**src/rtl/butterfly2_stream.sv**
```systemverilog
// Pipelined radix-2 DIT butterfly: out0 = in0 + in1*W, out1 = in0 - in1*W.
// Three-stage valid/ready pipeline with optional conj(W), 1/2 scaling, rounding and saturation.
module butterfly2_stream #(
  parameter int N     = 16,
  parameter int Q     = 8,
  parameter int ROUND = 1
) (
  input  logic                i_clk,
  input  logic                i_rst,
  input  logic                i_valid,
  output logic                o_ready,
  input  logic signed [N-1:0] i_in0_re,
  input  logic signed [N-1:0] i_in0_im,
  input  logic signed [N-1:0] i_in1_re,
  input  logic signed [N-1:0] i_in1_im,
  input  logic signed [N-1:0] i_twiddle_re,
  input  logic signed [N-1:0] i_twiddle_im,
  input  logic                i_inverse,
  input  logic                i_scale,
  output logic                o_valid,
  input  logic                i_out_ready,
  output logic signed [N-1:0] o_out0_re,
  output logic signed [N-1:0] o_out0_im,
  output logic signed [N-1:0] o_out1_re,
  output logic signed [N-1:0] o_out1_im,
  output logic                o_sat,
  output logic                o_sat_sticky,
  input  logic                i_clr_sat
);

  localparam int PW = 2*N + 2;
  localparam int SW = 2*N + 3;
  localparam logic signed [SW-1:0] SAT_MAX = {{(SW-N+1){1'b0}}, {(N-1){1'b1}}};
  localparam logic signed [SW-1:0] SAT_MIN = {{(SW-N+1){1'b1}}, {(N-1){1'b0}}};

  logic                 ce;
  logic                 v1_q, v1_d, v2_q, v2_d, v3_q, v3_d;
  logic signed [N-1:0]  a0_re1_q, a0_re1_d, a0_im1_q, a0_im1_d;
  logic signed [N-1:0]  a1_re1_q, a1_re1_d, a1_im1_q, a1_im1_d;
  logic signed [N-1:0]  w_re1_q, w_re1_d;
  logic signed [N:0]    w_im1_q, w_im1_d;
  logic                 sc1_q, sc1_d, sc2_q, sc2_d;
  logic signed [N-1:0]  a0_re2_q, a0_re2_d, a0_im2_q, a0_im2_d;
  logic signed [PW-1:0] p_re2_q, p_re2_d, p_im2_q, p_im2_d;
  logic signed [N-1:0]  o0_re_q, o0_re_d, o0_im_q, o0_im_d;
  logic signed [N-1:0]  o1_re_q, o1_re_d, o1_im_q, o1_im_d;
  logic                 sat_q, sat_d, sticky_q, sticky_d;

  logic signed [N:0]    w_im_ext;
  logic signed [PW-1:0] ar, ai, wr, wi;
  logic signed [SW-1:0] x_re, x_im, pr, pi;
  logic [N:0]           r0_re, r0_im, r1_re, r1_im;

  // Returns {clip, value}: optional half-up rounding, shift by Q (+1 when scaling), clamp.
  function automatic logic [N:0] scale_sat(input logic signed [SW-1:0] s, input logic sc);
    logic signed [SW-1:0] r;
    r = s;
    if (ROUND != 0) r = r + (sc ? (SW'(1) <<< Q) : (SW'(1) <<< (Q-1)));
    r = sc ? (r >>> (Q+1)) : (r >>> Q);
    if (r > SAT_MAX) return {1'b1, SAT_MAX[N-1:0]};
    if (r < SAT_MIN) return {1'b1, SAT_MIN[N-1:0]};
    return {1'b0, r[N-1:0]};
  endfunction

  always_comb begin
    ce = ~v3_q | i_out_ready;

    v1_d = v1_q;  v2_d = v2_q;  v3_d = v3_q;
    a0_re1_d = a0_re1_q;  a0_im1_d = a0_im1_q;
    a1_re1_d = a1_re1_q;  a1_im1_d = a1_im1_q;
    w_re1_d  = w_re1_q;   w_im1_d  = w_im1_q;
    sc1_d = sc1_q;  sc2_d = sc2_q;
    a0_re2_d = a0_re2_q;  a0_im2_d = a0_im2_q;
    p_re2_d  = p_re2_q;   p_im2_d  = p_im2_q;
    o0_re_d = o0_re_q;  o0_im_d = o0_im_q;
    o1_re_d = o1_re_q;  o1_im_d = o1_im_q;
    sat_d = sat_q;

    // N+1 bits so that conjugating a twiddle of -2^(N-1) stays positive
    w_im_ext = {i_twiddle_im[N-1], i_twiddle_im};

    ar = PW'(a1_re1_q);
    ai = PW'(a1_im1_q);
    wr = PW'(w_re1_q);
    wi = PW'(w_im1_q);

    x_re = SW'(a0_re2_q) <<< Q;
    x_im = SW'(a0_im2_q) <<< Q;
    pr   = SW'(p_re2_q);
    pi   = SW'(p_im2_q);
    r0_re = scale_sat(x_re + pr, sc2_q);
    r0_im = scale_sat(x_im + pi, sc2_q);
    r1_re = scale_sat(x_re - pr, sc2_q);
    r1_im = scale_sat(x_im - pi, sc2_q);

    if (ce) begin
      v1_d = i_valid;
      if (i_valid) begin
        a0_re1_d = i_in0_re;  a0_im1_d = i_in0_im;
        a1_re1_d = i_in1_re;  a1_im1_d = i_in1_im;
        w_re1_d  = i_twiddle_re;
        w_im1_d  = i_inverse ? -w_im_ext : w_im_ext;
        sc1_d    = i_scale;
      end
      v2_d = v1_q;
      if (v1_q) begin
        a0_re2_d = a0_re1_q;  a0_im2_d = a0_im1_q;
        p_re2_d  = ar * wr - ai * wi;
        p_im2_d  = ar * wi + ai * wr;
        sc2_d    = sc1_q;
      end
      v3_d  = v2_q;
      sat_d = 1'b0;
      if (v2_q) begin
        o0_re_d = r0_re[N-1:0];  o0_im_d = r0_im[N-1:0];
        o1_re_d = r1_re[N-1:0];  o1_im_d = r1_im[N-1:0];
        sat_d   = r0_re[N] | r0_im[N] | r1_re[N] | r1_im[N];
      end
    end

    sticky_d = i_clr_sat ? 1'b0 : (sticky_q | (v3_q & i_out_ready & sat_q));
  end

  always_ff @(posedge i_clk or negedge i_rst) begin
    if (!i_rst) begin
      v1_q <= 1'b0;  v2_q <= 1'b0;  v3_q <= 1'b0;
      a0_re1_q <= '0;  a0_im1_q <= '0;  a1_re1_q <= '0;  a1_im1_q <= '0;
      w_re1_q  <= '0;  w_im1_q  <= '0;  sc1_q <= 1'b0;  sc2_q <= 1'b0;
      a0_re2_q <= '0;  a0_im2_q <= '0;  p_re2_q <= '0;  p_im2_q <= '0;
      o0_re_q <= '0;  o0_im_q <= '0;  o1_re_q <= '0;  o1_im_q <= '0;
      sat_q <= 1'b0;  sticky_q <= 1'b0;
    end else begin
      v1_q <= v1_d;  v2_q <= v2_d;  v3_q <= v3_d;
      a0_re1_q <= a0_re1_d;  a0_im1_q <= a0_im1_d;
      a1_re1_q <= a1_re1_d;  a1_im1_q <= a1_im1_d;
      w_re1_q  <= w_re1_d;   w_im1_q  <= w_im1_d;
      sc1_q <= sc1_d;  sc2_q <= sc2_d;
      a0_re2_q <= a0_re2_d;  a0_im2_q <= a0_im2_d;
      p_re2_q  <= p_re2_d;   p_im2_q  <= p_im2_d;
      o0_re_q <= o0_re_d;  o0_im_q <= o0_im_d;
      o1_re_q <= o1_re_d;  o1_im_q <= o1_im_d;
      sat_q <= sat_d;  sticky_q <= sticky_d;
    end
  end

  assign o_ready      = ce;
  assign o_valid      = v3_q;
  assign o_out0_re    = o0_re_q;
  assign o_out0_im    = o0_im_q;
  assign o_out1_re    = o1_re_q;
  assign o_out1_im    = o1_im_q;
  assign o_sat        = sat_q;
  assign o_sat_sticky = sticky_q;

endmodule

```
**config.mk**
```make
export PLATFORM = sky130hd
export DESIGN_NAME = butterfly2_stream
export DESIGN_NICKNAME = d
export VERILOG_FILES = /design/src/rtl/butterfly2_stream.sv
export SDC_FILE = /design/constraint.sdc
export NUM_CORES = 2
export LEC_CHECK = 0
export ABC_AREA = 1
export BUFFER_PORTS_ARGS = -buffer_cell sky130_fd_sc_hd__buf_2
export CAP_MARGIN = 10
export CORE_MARGIN = 2
export CORE_UTILIZATION = 25
export CTS_BUF_LIST = sky130_fd_sc_hd__clkbuf_2
export CTS_CLUSTER_DIAMETER = 100
export DETAILED_ROUTE_END_ITERATION = 6
export PLACE_DENSITY = 0.45
export SYNTH_ARGS = -nofsm -noshare
export SYNTH_HDL_FRONTEND = slang
export SYNTH_SLANG_ARGS = --single-unit
```
**constraint.sdc**
```tcl
create_clock -name i_clk -period 15.8 [get_ports i_clk]
set_input_delay 0.79 -clock i_clk [delete_from_list [all_inputs] [get_ports i_clk]]
set_output_delay 0.79 -clock i_clk [all_outputs]
set_load 0.01 [all_outputs]
```
==> metrics.md <==
| Metric | Value |
|---|---|
| Mapped Avg Cell Area | `7.62 sq um` |
| Syn Inst Count | `8,450` |
| Final Hold Fails | `0` |
| # hold bufs at CTS | `204` |
| Hold path start | `i_in1_im[0]` |
| Worst-Skew Late Latency | `1490 ps` |
| Starting Density | `25.1%` |
| CTS tree | `built` |
| Syn nets | `10,300` |
| # DRC | `0` |
| Drt first pass iters | `6` |
| Max FO, Critical Path | `18` |
| Total CTS buffers | `81` |
| Worst setup SP type | `flip-flop` |
| Clk root buf | `clkbuf_2` |
| Reg2Reg Capture Point | `p_re2_q[33]` |
| Crit share post-route | `53.6%` |
| Worst Reg2Reg Path Length in Cells | `25` |
| Avg WL per Cell | `18.0 um` |
| Core area | `0.256 sq mm` |
| WHS Endpoint | `a1_im1_q[0]` |
| Largest net degree at the start of global routing | `92` |
| Die X | `512 um` |
| Ports | `171` |
| Max_slew headroom | `22.4%` |
| CP max stage delay | `1060 ps` |
| Avg Vias per Cell | `4.33` |
| Number of max-cap violations | `0` |
| Worst path required time | `16,970 ps` |
| Number of post-CTS setup repair buffers | `0` |
| Worst R2R Setup Slack | `7330 ps` |
| Drt initial violations | `3,241` |
| Outcome | `completed` |
| Dpl hpwl | `172,000 um` |
| Hold crit path type | `in -> reg` |
| Die height | `512 um` |
| Post-DRT Antenna Nets | `0` |
| GRT met2 Usage | `28.0%` |
| Met3 Track Usage GR | `1.96%` |
| Register area | `0.00671 sq mm` |
| Synth warnings | `0` |
| CTS sink count | `268` |
| Design Area, Final | `0.0717 sq mm` |
| Port buffer count | `170` |
| RD Place Congestion | `0.940` |
| RR Startpoint | `a1_im1_q[2]` |
| Setup Viol. Count Final | `0` |
| Initial antenna violation count | `15` |
| Vias in the first global route | `55,800` |
| Commonest non-fill, non-tap cells in the layout | `inv_1, nand2_1, fa_1` |
| Least-Margin Pin Slew | `1160 ps` |
| # resized after CTS | `0` |
| Area growth, synth to finish | `11.4%` |
| Area of the multi-input gates | `0.0474 sq mm` |
| Skew final | `209 ps` |
| GRT Max-Usage Layer | `met2` |
| Min cycle time layout | `8470 ps` |
| Worst Hold Path Cells | `4` |
| Reg clk slew, reported paths | `110 ps` |
| Layout cells sized above 1 | `5.62%` |
| Synth unique cells | `51` |
| Detailed-route via count | `52,400` |
| Netlist Area Pre-Place | `0.0644 sq mm` |
| Setup_tns | `0 ps` |
| NumNets Final | `10,500` |
| Slew Limit Fails | `0` |
| Standard-cell rows | `186` |
| Yosys reg bits | `268` |
| H-tree depth | `3` |
| Worst path slowest cell | `dfrtp_1` |
| Post-Route WL | `218,000 um` |
| Register area share after synthesis | `10.4%` |
| First-pass GRT wire length | `339,000 um` |
| Tot GR Track Use | `16.9%` |
| Fmax | `118 MHz` |
| DP Area | `0.0688 sq mm` |
| Most common cell after layout, fill and taps aside | `inv_1` |
| CP delay by family, top | `adder cells` |
| Unrepaired setup endpoints after global routing | `false` |
| Crit. End Element | `flip-flop` |
| GR Layer Usage met1 | `23.6%` |
| WP data arrival | `9640 ps` |
| Worst path bufs/invs | `8` |
| Critical setup path kind | `reg -> reg` |
| Overflow after GRT | `0` |
| Filler instances | `28,300` |
| Clk buf depth | `3` |
| Die area | `0.262 sq mm` |
metrics by stage:
step	worst slack, ps	hold WS (ps)	util [%]	std cells
after floorplan	8640	432	-	8450
after global placement	7490	461	26.8	11800
after detailed placement	7410	465	26.8	11800
after CTS	7070	1.24	28.0	12100
after global routing	6880	102	28.0	12100
final	7330	263	28.0	12100
tightest hold or removal path: stages:
cell and delay, ps:
dlygate4sd3_1 510, buf_2 90, nand2_1 80, nand2_1 60
cell usage after synthesis, drive strengths merged:
cell	n	area share, %
o211a	1	0.016
a21o	9	0.10
o21bai	17	0.20
clkbuf	306	1.8
nand3	248	2.0
fa	1218	38
nand4	62	0.60
nor4	8	0.087
dfrtp	268	10
o21ai	229	1.8
mux2i	3	0.047
nand2	2309	14
a21boi	6	0.070
o22ai	5	0.049
ha	526	10
or2	36	0.35
xor2	73	0.99
o21a	9	0.10
a31oi	13	0.13
o22a	12	0.16
buf	31	0.25
nor2	338	2.0
inv	2386	14
nor3	25	0.22
nand2b	1	0.0097
a221o	1	0.016
a21oi	186	1.5
clkinv	2	0.012
and2	10	0.10
xnor2	65	0.88
o211ai	33	0.38
nand3b	7	0.082
o221ai	3	0.041
o31ai	4	0.047
worst max-delay path by stage:
stage	end	depth (start not counted)	startpoint
final	p_re2_q[33]	25	a1_im1_q[2]
after global routing	p_im2_q[23]	25	a1_re1_q[15]
after detailed placement	p_re2_q[33]	25	a1_im1_q[2]
after floorplan	p_re2_q[30]	26	w_im1_q[16]
after global placement	p_re2_q[33]	25	a1_im1_q[2]
after CTS	p_re2_q[33]	25	a1_im1_q[2]
cell type report:
class                      count  share of cell area, %
clock inverter                33                  0.337
timing repair buffer         457                   4.94
inverter                    2388                   12.5
sequential                   268                   9.36
clock buffer                 111                  0.775
tap                         3384                   5.90
antenna                        7                 0.0244
multi-input combinational   5457                   66.2
routing by layer:
layer	routed length (um)	vias up	share of wire [%]
met3	9700	231	4.4
met4	4690	10	2.1
met5	69	-	0.032
met2	101000	1177	47
li1	-	24700	-
met1	102000	26300	47
flip-flops by register name, summed over array words and instances (netlist names), 16 cells and up:
| name | count |
|---|---|
| p_im2_q | 34 |
| p_re2_q | 34 |
| w_im1_q | 17 |
| a0_im1_q | 16 |
| a0_im2_q | 16 |
| a0_re1_q | 16 |
| a0_re2_q | 16 |
| a1_im1_q | 16 |
| a1_re1_q | 16 |
| o_out0_im | 16 |
| o_out0_re | 16 |
| o_out1_im | 16 |
| o_out1_re | 16 |
| w_re1_q | 16 |
logic make-up (layout without fill, tap and decap cells):
| group | after synthesis | in the layout | synth area share (%) |
|---|---|---|---|
| flip-flops | 268 | 268 | 10.4 |
| adder cells (fa/ha/maj) | 1744 | 1744 | 48.1 |
| XOR/XNOR | 138 | 138 | 1.88 |
| other | 0 | 7 | 0 |
| AND/OR/NAND/NOR | 3044 | 3044 | 19.0 |
| buffers and inverters | 2725 | 2989 | 16.0 |
| multiplexers | 3 | 3 | 0.0466 |
| AO/OA/AOI/OAI | 528 | 528 | 4.63 |
Power is left out: the tool's default activity adds up to more than one toggle a clock period on the data nets, which glitch-free logic cannot reach.
